File: src/rtl/avalon_bus_arbiter_pkg.sv
// Shared types and constants for the two-master Avalon bus arbiter.
package bus_arb_pkg;

  typedef enum logic {
    IDLE = 1'b0,
    BUSY = 1'b1
  } arb_state_t;

  typedef logic master_id_t;

  // Device field codes carried in Addr[15:12]
  localparam logic [3:0]  DEV_MEM          = 4'h0;
  localparam logic [3:0]  DEV_FP           = 4'h1;
  localparam logic [15:0] ERR_DATA_DEFAULT = 16'hDEAD;

endpackage

File: src/rtl/avalon_bus_arbiter_rr_pick2.sv
// Two-way round-robin pick: sole requester wins, a tie goes to the master
// that did not own the last completed transaction.
module rr_pick2
  import bus_arb_pkg::*;
(
  input  logic [1:0] req,
  input  master_id_t last_grant,
  output logic       grant_valid,
  output master_id_t grant_id
);

  always_comb begin
    grant_valid = |req;
    grant_id    = 1'b0;
    case (req)
      2'b10:   grant_id = 1'b1;
      2'b11:   grant_id = ~last_grant;
      default: grant_id = 1'b0;
    endcase
  end

endmodule

File: src/rtl/avalon_bus_arbiter.sv
// Two-master round-robin arbiter for the 16-bit Avalon data bus; one whole
// transaction per grant. Optional slave watchdog under BUS_ARB_TIMEOUT_EN.
module avalon_bus_arbiter
  import bus_arb_pkg::*;
#(
  parameter int unsigned TIMEOUT_CYCLES = 16,
  parameter logic [15:0] ERR_DATA       = ERR_DATA_DEFAULT
) (
  input  logic        Clock,
  input  logic        Reset,
  input  logic        M0_Read,
  input  logic        M0_Write,
  input  logic [15:0] M0_Addr,
  input  logic [15:0] M0_WrData,
  output logic [15:0] M0_RdData,
  output logic        M0_Waitreq,
  input  logic        M1_Read,
  input  logic        M1_Write,
  input  logic [15:0] M1_Addr,
  input  logic [15:0] M1_WrData,
  output logic [15:0] M1_RdData,
  output logic        M1_Waitreq,
  output logic        S_Read,
  output logic        S_Write,
  output logic [15:0] S_Addr,
  output logic [15:0] S_WrData,
  input  logic [15:0] S_RdData,
  input  logic        S_Waitreq,
  output logic        GrantId,
  output logic        BusErr
);

  arb_state_t  state, state_nx;
  master_id_t  grant_id, last_grant, pick_id;
  logic        pick_valid, take, done, abort;
  logic        lat_read, lat_write;
  logic [15:0] lat_addr, lat_wrdata;
  logic [15:0] hold0, hold1, done_data;
  logic        win_read, win_write;
  logic [15:0] win_addr, win_wrdata;

  rr_pick2 u_pick (
    .req         ({M1_Read | M1_Write, M0_Read | M0_Write}),
    .last_grant  (last_grant),
    .grant_valid (pick_valid),
    .grant_id    (pick_id)
  );

  assign win_read   = pick_id ? M1_Read   : M0_Read;
  assign win_write  = pick_id ? M1_Write  : M0_Write;
  assign win_addr   = pick_id ? M1_Addr   : M0_Addr;
  assign win_wrdata = pick_id ? M1_WrData : M0_WrData;
  assign take       = (state == IDLE) && pick_valid;

`ifdef BUS_ARB_TIMEOUT_EN
  localparam int CW = $clog2(TIMEOUT_CYCLES + 1);
  logic [CW-1:0] tcnt;

  // Counts stalled BUSY cycles; any other cycle (including IDLE) clears it
  always_ff @(posedge Clock) begin
    if (Reset || state != BUSY || !S_Waitreq) tcnt <= '0;
    else                                      tcnt <= tcnt + CW'(1);
  end

  assign abort     = (state == BUSY) && S_Waitreq && (tcnt == CW'(TIMEOUT_CYCLES - 1));
  assign done_data = abort ? ERR_DATA : S_RdData;
  logic unused_cfg;
  assign unused_cfg = ^{DEV_MEM, DEV_FP};
`else
  assign abort     = 1'b0;
  assign done_data = S_RdData;
  logic unused_cfg;
  assign unused_cfg = ^{DEV_MEM, DEV_FP, ERR_DATA, 32'(TIMEOUT_CYCLES)};
`endif

  assign done    = (state == BUSY) && (!S_Waitreq || abort);
  assign BusErr  = abort;
  assign GrantId = grant_id;
  assign S_Addr  = lat_addr;
  assign S_WrData = lat_wrdata;

  always_ff @(posedge Clock) begin
    if (Reset) begin
      state      <= IDLE;
      grant_id   <= 1'b0;
      last_grant <= 1'b1;
      lat_read   <= 1'b0;
      lat_write  <= 1'b0;
      lat_addr   <= '0;
      lat_wrdata <= '0;
      hold0      <= '0;
      hold1      <= '0;
    end else begin
      state <= state_nx;
      if (take) begin
        grant_id   <= pick_id;
        lat_write  <= win_write;
        lat_read   <= win_read & ~win_write;
        lat_addr   <= win_addr;
        lat_wrdata <= win_wrdata;
      end
      if (done) begin
        last_grant <= grant_id;
        if (grant_id == 1'b0) hold0 <= done_data;
        else                  hold1 <= done_data;
      end
    end
  end

  // Completing master sees slave data combinationally; the other holds its last value
  always_comb begin
    state_nx   = state;
    S_Read     = 1'b0;
    S_Write    = 1'b0;
    M0_Waitreq = 1'b1;
    M1_Waitreq = 1'b1;
    M0_RdData  = hold0;
    M1_RdData  = hold1;
    case (state)
      IDLE: if (pick_valid) state_nx = BUSY;
      BUSY: begin
        S_Read  = lat_read;
        S_Write = lat_write;
        if (done) begin
          state_nx = IDLE;
          if (grant_id == 1'b0) begin
            M0_Waitreq = 1'b0;
            M0_RdData  = done_data;
          end else begin
            M1_Waitreq = 1'b0;
            M1_RdData  = done_data;
          end
        end
      end
      default: state_nx = IDLE;
    endcase
  end

endmodule

File: config.mk
export PLATFORM = sky130hd
export DESIGN_NAME = avalon_bus_arbiter
export DESIGN_NICKNAME = d
export VERILOG_FILES = /design/src/rtl/avalon_bus_arbiter_pkg.sv /design/src/rtl/avalon_bus_arbiter_rr_pick2.sv /design/src/rtl/avalon_bus_arbiter.sv
export SDC_FILE = /design/constraint.sdc
export NUM_CORES = 1
export LEC_CHECK = 0
export ABC_CLOCK_PERIOD_IN_PS = 3000
export CORE_MARGIN = 1
export CORE_UTILIZATION = 33
export DETAILED_ROUTE_END_ITERATION = 16
export DONT_BUFFER_PORTS = 1
export GPL_TIMING_DRIVEN = 1
export SLEW_MARGIN = 30
export SYNTH_ARGS = -nofsm -noshare
export SYNTH_HDL_FRONTEND = slang
export SYNTH_SLANG_ARGS = --single-unit
File: constraint.sdc
create_clock -name Clock -period 3 [get_ports Clock]
set_input_delay 0.6 -clock Clock [delete_from_list [all_inputs] [get_ports Clock]]
set_output_delay 0.6 -clock Clock [all_outputs]
set_load 0.05 [all_outputs]
# == Yosys cells after proc, flatten, opt, wreduce, memory -nomap -nowiden ==
# Index checks and enable logic that the tools add are counted.
# op_classes
n_mux,22
reduce_logical,4
n_eq_ne,2
bitwise_logic,6
# op_table
cell,n
$mux W16,8
$mux W1,12
$eq A2 B2 Y1 const B,2
$pmux W1 S2,2
$not A1 Y1,3
$logic_and A1 B1 Y1,2
$or A1 B1 Y1,2
$reduce_or A2 Y1,1
$and A1 B1 Y1,1
$logic_not A1 Y1,1
# totals
inputBits,87
reg_bits,69

# == Depth between registers and ports, before layout ==
# Gate-level depths: netlist of run 1.
# depth
depth_word,6
mapped_depth,6
ltp_nobuf,3

# == Hierarchy ==
# From an unflattened synthesis of run 1, not the netlist that was laid out.
# hier_totals
cells_unflattened,278
area_unflattened_um2,2965.3
# modules_own_cells
mod,instances,seq_area_each_um2,cells_each,area_per_inst_um2
avalon_bus_arbiter,1,1381.3,276,2951.6
rr_pick2,1,0.0,2,13.8

# == Worst setup path after synthesis of run 1 ==
# No wires, ideal clock.
# synth_path
path_type,reg-to-output
from,register grant_id (netlist: GrantId)
to,output M1_RdData[10]
slack_ns,0.619
path_stages_with_launch,4
t_arrival_ns,1.781
required_time_ns,2.400
cell_sequence,dfxtp_1 nand3b_4 buf_2 mux2_1
# synth_via
elab_chain_len,3
# synth_lines
element,line_no,text
from (decl),avalon_bus_arbiter.sv:34,"master_id_t grant_id, last_grant, pick_id;"
from (signal assigned),avalon_bus_arbiter.sv:96,grant_id <= pick_id;
$mux W16,--,
$mux W16,avalon_bus_arbiter.sv:124,if (done) begin
$mux W16,avalon_bus_arbiter.sv:119,case (state)
to (decl),avalon_bus_arbiter.sv:21,"output logic [15:0] M1_RdData,"
# Every way passes these cells.

# == Worst setup path in the final report of run 1 ==
# Ends and elaborated chain as after synthesis.

==> impl_metrics.yaml, run 1 <==
routing:
  initialDrtViolationCount: 85
  vias: 2594
  drtPass1Iterations: 4
  routed_wl_um: 8967
  final_antenna_net_count: 0
  via_per_inst: 5.764
  post_drt_wl_per_cell_um: 19.93
  drcViolationCount: 0
placement:
  port-buffer-count: 0
  place_inst: 434
  place_ws_ns: 0.6994
  gp_congestion: 0.7199
  dpl.hpwl_um: 5923
layout:
  area_growth_pct: 7.602
  finalNetCount: 399
  fillerInstances: 999
  diodes: 0
  fin_cells: 450
  drive_above_1_share_pct: 25.24
synthesis:
  syn_nets: 415
  ys_types: 35
  synth.avg_cell_area_um2: 10.09
  synth_top_cell_area_share_pct: 41.75
  yosysWarnings: 0
  synthesis.area_um2: 3308
  synthTopCellsByArea: "dfxtp_1 42%, mux2_2 8.9%, a311oi_1 8.5%"
  postSynthCellCount: 328
  yosysSeqAreaShare_pct: 41.75
  synth-seq-cells: 69
  netlist.top_cell.by_area: "dfxtp_1"
setup_path:
  path_cells: "nand3b_4, mux2_1"
  r2r-start: "state"
  critPathMaxFanout: 18
  rr_worst_depth: 5
  path_class: "reg2out"
  cp.required_ns: 2.40
  max_stage_delay_ns: 0.67
  cp_slowest_cell: "mux2_1"
  cp-end-kind: "output pin"
  cp.depth: 2
  cpLargestDelayFamily: "multiplexers"
  reg2reg_to: "S_WrData[4]"
  worst-path-buf-inv: 0
  cp.arrival_ns: 1.87
  reg2reg_slack_ns: 0.91
  setup.worst_path.start: "GrantId"
  start_kind: "flop"
  cp-endpoint: "M1_RdData[10]"
cts:
  htree_levels: 3
  ctsLongestPathBuffers: 2
  cts_inserted_buffers: 9
  cts_tree: "done"
  cts_setup_buffers: 0
  ctsHoldBuffers: 0
  cts_resized: 0
  clk_pin_slew_ns: 0.08
  cts_sinks: 69
  clk_latency_ns: 0.35
  cts_root_buf: "clkbuf_8"
sta:
  finalMaxSlewViolations: 0
  slew_headroom_pct: 44.35
  min_period_ns: 2.471
  worst_pin_slew_ns: 0.8285
  tns_ns: 0
  max_freq_ghz: 0.4047
  finClkSkew_ns: 0.01061
  hold_viol: 0
  timing.final.crit_share_pct: 82.37
  hold_ws_ns: 0.3167
  setup_slack_ns: 0.5288
  setup_viol: 0
  rsz0062_at_grt: "false"
hold_path:
  hold_path_class: "in2reg"
pwr:
  p_leak_uw: 0.001254
  p_total_uw: 2345
  power_density_nw_per_um2: 658.9
  vdd_drop_max_mv: 0.2268
floorplanning:
  num_rows: 36
  start_util_pct: 34.00
  die_y_um: 102.1
  die_w_um: 102.1
  boundaryPins: 157
  dieArea_um2: 10430
  core_area_um2: 9729
global_routing:
  overflow: 0
  antenna_found_initial: 0
  grt_use_total_pct: 16.38
  grt_pass1_wl_um: 12850
  grt_pass1_vias: 2535
  grt_max_degree: 70
outcome:
  status: "complete, no violations"
job:
  drv_cap: 0
how the worst min path moves through the flow:
stage | from | endpoint | slack, ns | cells past startpoint
floorplan | lat_read | lat_read | 0.49 | 2
global placement | lat_read | lat_read | 0.51 | 2
detailed placement | lat_read | lat_read | 0.52 | 2
CTS | Reset | hold0[6] | 0.30 | 1
global route | Reset | hold1[15] | 0.29 | 1
finish | Reset | hold1[11] | 0.32 | 1
synth_stat cells, drive strengths merged:
master,count
a211oi,33
o221a,1
and2,2
buf,20
a21oi,34
or2,1
a21boi,2
nand3,1
o21ba,1
o21a,1
or4,1
nand2b,1
inv,2
nor3b,1
mux2,32
o21ai,35
clkbuf,18
a2111oi,1
nor2,2
nor4,2
conb,1
a311oi,32
dfxtp,69
nor2b,32
nand2,1
nand3b,2
cell type report:
type / count / area, um2 / share of cell area (%)
Sequential cell: 69 / 1381 / 38.80
Clock inverter: 5 / 57.56 / 1.617
Multi-Input combinational cell: 219 / 1700 / 47.77
Clock buffer: 11 / 151.4 / 4.253
Inverter: 2 / 7.507 / 0.2109
Timing Repair Buffer: 11 / 95.09 / 2.671
Tap cell: 133 / 166.4 / 4.675
metrics by stage:
stage               instance area (um2)  utilization (%)
global placement                   3351            34.44
global route                       3560            36.59
detailed placement                 3351            34.44
CTS                                3560            36.59
finish                             3560            36.59
floorplan                          3308                -
cell usage in the layout, fill, tap and decap left out, types with 2 or more instances in the layout:
| master | instances |
|---|---|
| dfxtp_1 | 69 |
| a21boi_0 | 2 |
| and2_1 | 2 |
| mux2_1 | 6 |
| a211oi_2 | 8 |
| a211oi_1 | 25 |
| nor2b_1 | 32 |
| clkinv_2 | 2 |
| a21oi_1 | 23 |
| mux2_2 | 26 |
| a311oi_1 | 32 |
| clkbuf_8 | 11 |
| buf_4 | 10 |
| o21ai_0 | 34 |
| a21oi_2 | 11 |
| inv_1 | 2 |
per-layer routing:
| layer | part of all wire, % | up-vias | GRT usage, % |
|---|---|---|---|
| met5 | 0 | - | 0 |
| met3 | 10 | 9 | 6.703 |
| met2 | 46 | 153 | 27.10 |
| li1 | - | 1207 | - |
| met1 | 42 | 1225 | 18.48 |
| met4 | 1.1 | 0 | 7.363 |
kinds of logic after synthesis:
logic type	share of synthesized area [%]
flops	41.75
simple gates	9.758
mux	10.89
buf+inv	7.034
compound gates	30.45
other cells	0.1134
power breakdown:
group / leakage [uW] / switching, uW / internal, uW / total, uW
Clock: 0.000110 / 373 / 431 / 805
Combinational: 0.000578 / 246 / 122 / 368
Sequential: 0.000567 / 195 / 977 / 1170
flip-flops by register name, summed over array words and instances, names as in the netlist:
signal / cells
GrantId: 1
S_Addr: 16
S_WrData: 16
hold0: 16
hold1: 16
last_grant: 1
lat_read: 1
lat_write: 1
state: 1
Power figures use the tool's default switching activity.
==> run 2, diff against run 1 <==
- ABC_CLOCK_PERIOD_IN_PS: 3000 -> 2500
- clock period: 3 -> 2.5 ns (I/O delays scaled with it)
==> impl_metrics.yaml, run 2 (synthesis results as in run 1) <==
pwr:
  p_total_uw: 2907
  p_leak_uw: 0.001282
  power_density_nw_per_um2: 804.4
  vdd_drop_max_mv: 0.2438
sta:
  min_period_ns: 2.257
  worst_pin_slew_ns: 0.6899
  hold_viol: 0
  setup_viol: 0
  slew_headroom_pct: 54.00
  finClkSkew_ns: 0.01304
  timing.final.crit_share_pct: 90.29
  max_freq_ghz: 0.4430
  rsz0062_at_grt: "false"
  tns_ns: 0
  finalMaxSlewViolations: 0
setup_path:
  rr_worst_depth: 5
  cpLargestDelayFamily: "multiplexers"
  cp.depth: 3
  cp.arrival_ns: 1.76
  cp-endpoint: "M0_RdData[9]"
  max_stage_delay_ns: 0.57
  path_cells: "nor3b_4, buf_4, mux2_1"
  path_class: "reg2out"
  cp.required_ns: 2.00
  reg2reg_to: "lat_write"
  reg2reg_slack_ns: 0.70
  setup.worst_path.start: "state"
  cp_slowest_cell: "mux2_1"
  start_kind: "flop"
  r2r-start: "state"
  worst-path-buf-inv: 1
  critPathMaxFanout: 17
  cp-end-kind: "output pin"
layout:
  drive_above_1_share_pct: 26.17
  diodes: 0
  design_area_um2: 3613
  area_growth_pct: 9.229
  fin_cells: 454
  finalNetCount: 403
  mostFrequentLayoutCell: "dfxtp_1"
  layout_common_cells: "69 x dfxtp_1, 34 x o21ai_0, 32 x nor2b_1, 32 x a311oi_1, 26 x mux2_2"
  fillerInstances: 998
cts:
  cts_inserted_buffers: 9
  cts_sinks: 69
  htree_levels: 3
  ctsHoldBuffers: 0
  clk_latency_ns: 0.34
  cts_root_buf: "clkbuf_8"
  cts_setup_buffers: 0
  cts_tree: "done"
  cts_resized: 0
  clk_pin_slew_ns: 0.07
  ctsLongestPathBuffers: 2
global_routing:
  grt_use_total_pct: 16.43
  grt_pass1_wl_um: 12770
  antenna_found_initial: 1
  grt_max_degree: 70
  overflow: 0
  grt_pass1_vias: 2454
floorplanning:
  core_area_um2: 9729
  dieArea_um2: 10430
  die_y_um: 102.1
  die_w_um: 102.1
  num_rows: 36
  boundaryPins: 157
  start_util_pct: 34.00
routing:
  final_antenna_net_count: 0
  post_drt_wl_per_cell_um: 19.55
  vias: 2626
  drtPass1Iterations: 4
  via_per_inst: 5.784
  drcViolationCount: 0
  initialDrtViolationCount: 51
  routed_wl_um: 8874
placement:
  gp_congestion: 0.7427
  dpl.hpwl_um: 5928
  port-buffer-count: 0
  place_area_um2: 3381
  place_inst: 438
hold_path:
  hold_path_class: "in2reg"
outcome:
  status: "complete, no violations"
job:
  drv_cap: 0
[run 2: cell types whose count changed in the layout (fill, tap and decap cells not counted)]
cell / change
buf_4: +4
bufinv_16: +1
clkinv_2: -1
clkinv_4: -1
clkinvlp_4: +1
[run 2: worst min-delay path by stage]
stage	startpoint	end	slack, ns	depth (start not counted)
after global placement	lat_read	lat_read	0.51	2
after floorplan	lat_read	lat_read	0.49	2
after global routing	Reset	hold1[10]	0.19	1
after detailed placement	lat_read	lat_read	0.51	2
after CTS	Reset	S_Addr[12]	0.20	1
final	Reset	hold1[10]	0.23	1
[run 2: metrics by stage]
stage	worst slack [ns]	util (%)	hold WS (ns)
2_1_floorplan	0.2187	-	0.4857
3_3_place_gp	0.5168	34.75	0.5063
3_5_place_dp	0.5115	34.75	0.5132
4_1_cts	0.2103	37.14	0.2004
5_1_grt	0.1530	37.14	0.1950
6_report	0.2429	37.14	0.2283
[run 2: cell type report]
class	instances	area [um2]	area share, %
inverter	2	7.507	0.2078
clock buffer	11	151.4	4.190
timing repair buffer	15	125.1	3.463
tap	133	166.4	4.605
multi-input combinational	219	1700	47.06
sequential	69	1381	38.23
clock inverter	5	81.33	2.251
[run 2: power by group]
part	total (uW)	leakage (uW)	internal, uW	switching, uW
clock network	1050	0.000116	618	434
registers	1410	0.000567	1170	233
logic	448	0.000599	152	297
[run 2: per-layer routing]
layer / vias up / GRT usage, % / wire length [um]
met1: 1243 / 18.10 / 3423
met3: 16 / 6.840 / 1005
met2: 153 / 27.47 / 4244
li1: 1212 / - / -
met5: - / 0 / 18
met4: 2 / 7.692 / 182
[run 2: worst reg2reg max path, stage by stage (launching register included)]
cell,delay [ns]
dfxtp_1,0.39
buf_4,0.39
inv_1,0.19
buf_4,0.31
o221a_2,0.23
o21ba_2,0.21
==> run 3, diff against run 2 <==
- CAP_MARGIN: unset -> 20
==> results of run 3 <==
Same layout as run 2: the final DEF is identical, and so are final timing and power.
==> edit: new RTL, config.mk and constraints of run 3 <==
Build with the macro `BUS_ARB_TIMEOUT_EN` defined.
--- a/src/rtl/avalon_bus_arbiter.sv
+++ b/src/rtl/avalon_bus_arbiter.sv
@@ -1,5 +1,7 @@
 // Two-master round-robin arbiter for the 16-bit Avalon data bus; one whole
 // transaction per grant. Optional slave watchdog under BUS_ARB_TIMEOUT_EN.
+`define BUS_ARB_TIMEOUT_EN
+
 module avalon_bus_arbiter
   import bus_arb_pkg::*;
 #(
Formal check against the unedited RTL: same outputs for any inputs over 10 cycles, from zero or initial values and one cycle with Reset high; that may be too few to reach the edited logic, so the function may still have changed.
==> edit against run 3 <==
Setup slack worse by 0.22 ns; wire length grew 14%; area after synthesis grew 3.9%; first-iteration DRC count is 67% higher; sequential cell count is 5 higher; largest power group unchanged; critical endpoint is now M0_RdData[7]; largest cell class unchanged; critical path type unchanged; power is 19% higher; cell area increased by 32%.
==> edit: results (changes against run 3) <==
| Metric | Value |
|---|---|
| Layout net count | `528 (+31%)` |
| Vias in the first global route | `3070 (+25%)` |
| Placed Cells incl. Taps | `556 (+27%)` |
| GPL Wtd Cong | `0.778 (+4.8%)` |
| Via/cell ratio | `5.59 (-3.4%)` |
| Ys async rst share | `0 (unchanged)` |
| Max VDD drop | `0.000318 V (+30%)` |
| Skew final | `0.00701 ns (-0.00603 ns)` |
| Yosys cell types | `37 (+5.7%)` |
| Fraction of layout cells with a size suffix above 1 | `0.306 (+0.0446)` |
| FF-to-FF setup slack | `0.65 ns (-0.05 ns)` |
| Xor/xnor cell area share of the yosys netlist | `0.00510 (+0.00510)` |
| CTS Buf Count | `9 (unchanged)` |
| Post-DP HPWL | `6.51 mm (+9.7%)` |
| Clock slew at the register clock pins of the worst setup and hold paths | `around 0.080 ns` |
| H-tree Lvls | `3 (unchanged)` |
| Post-synthesis mux area share | `0 (-0.109)` |
| First DRT Iteration DRCs | `85 (+67%)` |
| Via count | `3225 (+23%)` |
| Cts repair resizes | `56 (+56)` |
| Root buf cell | `clkbuf_8` |
| Setup violations, final | `0 (unchanged)` |
| Initial antenna violation count | `0 (-1)` |
| Synth Area in Adders | `0.00728 (+0.00728)` |
| Syn nets | `508 (+22%)` |
| Leakage power | `0.00169 uW (+32%)` |
| Total track usage | `0.180 (+0.0162)` |
| Longest Clk Path Bufs | `2 (unchanged)` |
| Fin crit share | `0.990 (+0.0871)` |
| Pre-CTS setup slack | `0.236 ns (-0.276 ns)` |
| Synth warn | `0 (unchanged)` |
| Run status | `complete, no violations` |
| PortBufs | `0 (unchanged)` |
| First-pass GRT wire length | `15.7 mm (+23%)` |
| Post-synthesis compound-gate area fraction | `0.271 (-0.0333)` |
| Total setup buffers inserted after CTS | `0 (unchanged)` |
| Area contributors post-synth | `dfxtp_1, a21oi_1, a311oi_1, nand3b_1, o21ai_0` |
| Largest net degree at the start of global routing | `71 (+1.4%)` |
| Max Fanout on Critical Path | `6 (-11)` |
| Register area share after synthesis | `0.431 (+0.0135)` |
| Clock latency on the worst-skew pair | `0.34 ns (about the same)` |
| Hold slack | `0.228 ns (+0.0000570 ns)` |
| WL final | `10.1 mm (+14%)` |
| Top post-synthesis cells by count | `dfxtp_1, a21oi_1, nor2_1` |
| ANT cells | `0 (unchanged)` |
| Residual DRC | `0 (unchanged)` |
| Rel. slew slack | `0.599 (+0.0585)` |
| DRT Pass-1 Iters | `4 (unchanged)` |
| Worst EP arrival | `1.97 ns (+0.21 ns)` |
| Area of placed instances | `0.00415 mm^2 (+23%)` |
| Post-Syn Instances | `419 (+28%)` |
| Worst hold path class | `in2reg` |
edit: cell count changes in the layout (fill, tap and decap cells not counted), sizes merged, moves of 3 or more:
cell / run 3 / this run
nor2b: 32 / 2
a211oi: 33 / 0
nand3b: 2 / 35
clkinvlp: 1 / 4
nand2: 1 / 23
buf: 15 / 47
nor2: 2 / 51
o21ai: 35 / 45
a21oi: 34 / 66
dfxtp: 69 / 74
nor3: 0 / 23
mux2: 32 / 0
edit: worst max-delay path, cell delays in order, from the launching register on:
cell,delay [ns]
dfxtp_2,0.35
ha_4,0.16
and3_4,0.18
ha_4,0.16
nand2b_4,0.20
clkbuf_16,0.20
a21oi_4,0.17
nor2_2,0.06
buf_12,0.15
edit: area by class of cell:
| type | count | area [um^2] |
|---|---|---|
| clock inverter | 6 | 90.1 |
| inverter | 3 | 11.3 |
| sequential | 74 | 1480 |
| clock buffer | 10 | 138 |
| fill | 915 | 5180 |
| timing repair buffer | 49 | 817 |
| tap | 133 | 166 |
| multi-input combinational | 302 | 2070 |
edit: metal layers:
| layer | vias to the layer above | GRT usage | share of wire |
|---|---|---|---|
| met4 | 0 | 0.0673 | 0.016 |
| met1 | 1502 | 0.215 | 0.42 |
| met3 | 15 | 0.0508 | 0.087 |
| met2 | 143 | 0.307 | 0.47 |
| met5 | - | 0 | 0 |
| li1 | 1565 | - | - |
edit: path summary, 6_finish.rpt:
path         startpoint      endpoint  cells after the start
max reg2reg     tcnt[0]    last_grant                      9
max             tcnt[0]  M0_RdData[7]                      8
min               Reset      hold0[4]                      1
min reg2reg     tcnt[0]       tcnt[0]                      1
edit: report_power, final:
part	internal (uW)	switching (uW)	leakage, uW
logic	346	493	0.000984
clock network	589	467	0.000101
registers	1280	299	0.000609
